**config.mk**
```make
export PLATFORM = sky130hd
export DESIGN_NAME = flop_bank
export DESIGN_NICKNAME = d
export VERILOG_FILES = /design/src/rtl/flop_bank_pkg.sv /design/src/rtl/flop_bank_jk.sv /design/src/rtl/flop_bank.sv
export SDC_FILE = /design/constraint.sdc
export NUM_CORES = 1
export LEC_CHECK = 0
export CORE_MARGIN = 3
export CORE_UTILIZATION = 32
export CTS_CLUSTER_SIZE = 30
export DETAILED_ROUTE_END_ITERATION = 6
export PLACE_DENSITY_LB_ADDON = 0.15
export SYNTH_ARGS = -nofsm -noshare
export SYNTH_HDL_FRONTEND = slang
export SYNTH_SLANG_ARGS = --single-unit
```
**constraint.sdc**
```tcl
create_clock -name clk -period 0.8 [get_ports clk]
set_input_delay 0.16 -clock clk [delete_from_list [all_inputs] [get_ports clk]]
set_output_delay 0.16 -clock clk [all_outputs]
set_load 0.05 [all_outputs]
```
**src/rtl/flop_bank_pkg.sv**
```systemverilog
// Shared types and constants for the flop_bank storage primitives.
// JK command encoding is {j,k}; reset state of every cell is Q=0.
package flop_bank_pkg;

  typedef enum logic [1:0] {
    JK_HOLD = 2'b00,
    JK_RST  = 2'b01,
    JK_SET  = 2'b10,
    JK_TGL  = 2'b11
  } jk_cmd_t;

  localparam logic RST_Q = 1'b0;

endpackage

```
**src/rtl/flop_bank_jk.sv**
```systemverilog
// jk_cell: 1-bit JK register, synchronous active-high reset, clock enable.
// Reset wins over enable and over the J/K command.
module jk_cell
  import flop_bank_pkg::*;
(
  input  logic clk,
  input  logic rst,
  input  logic en,
  input  logic j,
  input  logic k,
  output logic q
);

  logic    q_q;
  logic    q_d;
  jk_cmd_t cmd;

  assign cmd = jk_cmd_t'({j, k});

  always_comb begin
    q_d = q_q;
    unique case (cmd)
      JK_HOLD: q_d = q_q;
      JK_RST:  q_d = 1'b0;
      JK_SET:  q_d = 1'b1;
      JK_TGL:  q_d = ~q_q;
      default: q_d = q_q;
    endcase
  end

  always_ff @(posedge clk) begin
    if (rst) begin
      q_q <= RST_Q;
    end else if (en) begin
      q_q <= q_d;
    end
  end

  assign q = q_q;

endmodule

```
**src/rtl/flop_bank.sv**
```systemverilog
// flop_bank: D, JK and SR banks built from jk_cell, true/complement outputs.
// Optional per-bank enables under `FLOP_BANK_ENABLE_EN.
module flop_bank
  import flop_bank_pkg::*;
#(
  parameter int WIDTH = 4
) (
  input  logic             clk,
  input  logic             rst,
`ifdef FLOP_BANK_ENABLE_EN
  input  logic             en_d,
  input  logic             en_jk,
  input  logic             en_sr,
`endif
  input  logic [WIDTH-1:0] d,
  output logic [WIDTH-1:0] d_q,
  output logic [WIDTH-1:0] d_qn,
  input  logic [WIDTH-1:0] j,
  input  logic [WIDTH-1:0] k,
  output logic [WIDTH-1:0] jk_q,
  output logic [WIDTH-1:0] jk_qn,
  input  logic [WIDTH-1:0] s,
  input  logic [WIDTH-1:0] r,
  output logic [WIDTH-1:0] sr_q,
  output logic [WIDTH-1:0] sr_qn,
  output logic [WIDTH-1:0] sr_invalid
);

  logic ena_d;
  logic ena_jk;
  logic ena_sr;

`ifdef FLOP_BANK_ENABLE_EN
  assign ena_d  = en_d;
  assign ena_jk = en_jk;
  assign ena_sr = en_sr;
`else
  assign ena_d  = 1'b1;
  assign ena_jk = 1'b1;
  assign ena_sr = 1'b1;
`endif

  logic [WIDTH-1:0] inv_q;
  logic [WIDTH-1:0] inv_d;

  for (genvar i = 0; i < WIDTH; i++) begin : g_bit
    jk_cell u_d (
      .clk (clk),
      .rst (rst),
      .en  (ena_d),
      .j   (d[i]),
      .k   (~d[i]),
      .q   (d_q[i])
    );

    jk_cell u_jk (
      .clk (clk),
      .rst (rst),
      .en  (ena_jk),
      .j   (j[i]),
      .k   (k[i]),
      .q   (jk_q[i])
    );

    // S=R=1 resolves as a reset; the flag records it.
    jk_cell u_sr (
      .clk (clk),
      .rst (rst),
      .en  (ena_sr),
      .j   (s[i] & ~r[i]),
      .k   (r[i]),
      .q   (sr_q[i])
    );
  end

  always_comb begin
    inv_d = inv_q;
    if (ena_sr) begin
      inv_d = s & r;
    end
  end

  always_ff @(posedge clk) begin
    if (rst) begin
      inv_q <= '0;
    end else begin
      inv_q <= inv_d;
    end
  end

  assign d_qn       = ~d_q;
  assign jk_qn      = ~jk_q;
  assign sr_qn      = ~sr_q & ~inv_q;
  assign sr_invalid = inv_q;

endmodule

```
Word level (Yosys, flattened, before mapping)

Index checks and enable logic that the tools add are counted.

Register bits after elaboration: 16
Input port bits: 22
Output and inout bits: 28
Logic and storage cells: 103

Equal/unequal tests: 36
Muxes and demuxes: 12
Bitwise logic cells: 30
Reduce and logical (&&, ||, !) cells: 12

Operators by type and width:

| kind                                                            | number |
|---|---|
| 2-bit == test, second input constant                            | 24 |
| 1-bit case mux with 3 select lines                              | 12 |
| 2-bit by 1-bit == test with 1-bit output, second input constant | 12 |
| 2-bit logical NOT                                               | 12 |
| 1-bit NOT                                                       | 20 |
| 4-bit NOT                                                       | 4 |
| 4-bit bitwise AND                                               | 2 |
| 1-bit bitwise AND                                               | 4 |

Depth between registers and ports, before layout

Depth in word-level cells: 4
Depth in mapped cells: 2

Modules after synthesis

Synthesis repeated with hierarchy kept, for this count alone.

Cell total of the unflattened synthesis: 77
Area, all modules: 759.5 µm²

By module, submodules not included:

| module    | times used | cells each | area each (µm²) | sequential area each (µm²) |
|---|---|---|---|---|
| jk_cell   | 12         | 4          | 46.3            | 20.0 |
| flop_bank | 1          | 29         | 203.9           | 80.1 |

Least setup slack after synthesis

Ideal clock, no wire load.

Path type: reg-to-output
Start point: register inv_q[0] (netlist: sr_invalid[0])
End point: output sr_qn[0]
Arrival: 1,181 ps
Data required time: 640 ps
Slack: -541 ps
Cell stages (with the launch flop): 2
Path buffers: 0
Cells stage by stage: dfxtp_1 > nor2_1

Longest elaborated chain between the ends: 2

Ends and longest elaborated chain:

| what                   | line            | RTL |
|---|---|---|
| start, declared        | flop_bank.sv:43 | `logic [WIDTH-1:0] inv_q;` |
| start signal, assigned | flop_bank.sv:87 | `inv_q <= inv_d;` |
| 4-bit NOT              | flop_bank.sv:93 | `assign sr_qn = ~sr_q & ~inv_q;` |
| 4-bit bitwise AND      | flop_bank.sv:93 |  |
| end, declared          | flop_bank.sv:25 | `output logic [WIDTH-1:0] sr_qn,` |

No other way between the ends.

Worst setup path in the final report

Start point: register g_bit[3].u_sr.q_q
End point: output sr_qn[3]

Longest elaborated chain between the ends: 2

Ends and longest elaborated chain:

| what                   | line               | RTL |
|---|---|---|
| start, declared        | flop_bank_jk.sv:14 | `logic q_q;` |
| start signal, assigned | flop_bank_jk.sv:35 | `q_q <= q_d;` |
| 4-bit NOT              | flop_bank.sv:93    |  |
| 4-bit bitwise AND      | flop_bank.sv:93    |  |

No other way between the ends.

==> flow_summary.yaml <==
status:
  outcome: "complete, but fails checks"
  violations: "setup timing"
global_routing:
  grtUsageTotal: 0.157
  grt_pass1_vias: 680
  antenna_found_initial: 0
  grt_pass1_wl_mm: 2.93
  grt_max_degree: 9
  overflow: 0
power_and_ir_drop:
  pwr_density_cell_mw_per_mm2: 1470
  power.leakage_nw: 0.655
  p_switching_mw: 0.750
  power.share.sequential: 0.395
  internal-power_mw: 1.51
  p_comb_frac: 0.428
  p_sw_frac: 0.331
  ir_drop_uv: 1190
  p_clk_frac: 0.177
placement:
  io_buffers: 49
  placedInstanceArea_mm2: 0.00143
  dp_hpwl_mm: 1.46
  finalWeightedCongestion: 0.626
  pre_cts_slack_ps: -309
setup_path:
  crit_type: "reg2out"
  cp.required_ps: 640
  critPathLaunchType: "flip-flop"
  cp.arrival_ps: 920
  worstSetupEndpointType: "output port"
  crit_fanout: 3
routing:
  dr.pass1.iters: 4
  final_antenna_net_count: 0
  routed_via_density: 4.22
  num_vias: 603
  wirelength_mm: 1.87
  wl_per_cell_um: 13.0
  drcViolationCount: 0
  wl_met1_um: 613
  top_layer: "met4"
  drtIter0Drc: 4
  dr_wl_met3_um: 139
  wl_met2_mm: 1.08
timing:
  finClkSkew_ps: 0
  worstMarginPinSlew_ps: 196
  fmax_mhz: 927
  timing.final.crit_share: 1.35
  finalHoldViolations: 0
  slew_viol_final: 0
  setup_viol: 29
  fin_crit_ps: 1080
  slew_headroom: 0.869
  rsz0062_at_grt: "true"
  fin_ws_ps: -278
finish:
  synthToLayoutAreaGrowth_pct: 137
  fillCellCount: 95
  multiInputGateArea_um2: 234
  drive_above_1_share: 0.695
  n_antenna_cell: 0
  final_nets: 142
  final_common_cell: "buf_12"
  design_area_mm2: 0.00154
  final_util: 0.845
  final-seq-area_um2: 365
  final_cell_mix: "buf_12 (28), clkdlybuf4s50_1 (20), dfxtp_4 (10), nor2_1 (9), inv_2 (8)"
floorplan:
  die_x_um: 51.0
  dieHeight_um: 51.0
  rows: 15
  io_pins: 50
  initial_core_util: 0.356
  dieArea_mm2: 0.00260
  coreArea_mm2: 0.00182
cts:
  root_buffer: "clkbuf_4"
  numClockSinks: 16
  cts_buffers: 3
  cts_hold_buf: 0
  clk_latency_ps: 280
  cts_max_level: 1
  cts_buffer_depth: 2
  clk_pin_slew_ps: 80
  tritoncts: "yes"
logic_synthesis:
  synth_top_area_share: 0.494
  yosysSeqAreaShare: 0.494
  synth_area_leader_cell: "dfxtp_1"
  yosysWarnings: 0
  synth_seq_cells: 16
  ys_top_cells_by_area: "dfxtp_1 (49%), buf_4 (14%), nor2_1 (9.3%)"
  synth_nets: 91
  syn_inst: 69
  yosysUniqueCellTypes: 11
  syn_area_um2: 648
  synth_area_per_cell_um2: 9.39
worst_hold_path:
  worstHoldPathType: "in2reg"
flow_run:
  maxCapViolations: 0
-- state kept, by name, indices dropped and copies added (netlist names) --
| register | cells |
|---|---|
| g_bit.u_d.q | 4 |
| g_bit.u_jk.q | 4 |
| sr_invalid | 4 |
| g_bit.u_sr.q | 4 |
-- metal layers --
layer	up-vias	GRT usage
met5	-	0
met3	4	0.0350
met1	272	0.150
li1	300	-
met4	0	0.0673
met2	27	0.311
-- repair_timing --
item                                    4_1_cts  5_1_grt
resized for setup                            27        6
buffers inserted                              3        2
pin swaps                                     3        3
endpoints found under the setup margin       30       31
-- worst paths after layout --
check / from / endpoint / slack (ps) / cells after the start
worst min-delay path: rst / g_bit[2].u_d.q / 400 / 2
worst min register to register: g_bit[1].u_jk.q / g_bit[1].u_jk.q / 570 / 2
worst max register to register: g_bit[2].u_jk.q / g_bit[2].u_jk.q / -30 / 3
worst max-delay path: g_bit[3].u_sr.q / sr_qn[3] / -280 / 2
-- area by class of cell --
type,instances,area share
well taps,25,0.0203
clock buffers,3,0.0146
repair buffers,59,0.556
flip-flops and latches,16,0.237
inverters,8,0.0195
multi-input cells,32,0.152
-- metrics by stage --
step,setup TNS (ps),hold WS [ps],power (mW),cells
finish,-5320,402,2.26,143
CTS,-5510,393,2.27,141
floorplan,-196,228,1.34,69
detailed placement,-4290,503,1.84,135
global route,-6270,406,2.36,143
global placement,-4110,485,1.82,135
-- synth_stat cells --
cell      count
and2b_2       4
nand2_1       4
buf_4        12
nor2_1       16
a211oi_2      2
dfxtp_1      16
nor3_4        1
buf_6         1
a211oi_1      2
nor3_2        3
inv_1         8
-- cell families after synthesis --
logic type | share of synthesized area
AND/OR/NAND/NOR | 0.241
buffers and inverters | 0.203
flip-flops | 0.494
AO/OA/AOI/OAI | 0.0618
-- power groups by stage --
stage               clock (mW)  sequential, mW  combinational [mW]
finish                   0.401           0.893               0.970
global route             0.456           0.900                1.00
CTS                      0.416           0.900               0.957
detailed placement           0           0.913               0.924
global placement             0           0.909               0.913
floorplan                    0           0.917               0.424
-- critical path: stages (launching register included) --
cell and delay [ps]:
dfxtp_4 370, nor2_4 120, buf_12 140
Power figures use the tool's default switching activity.
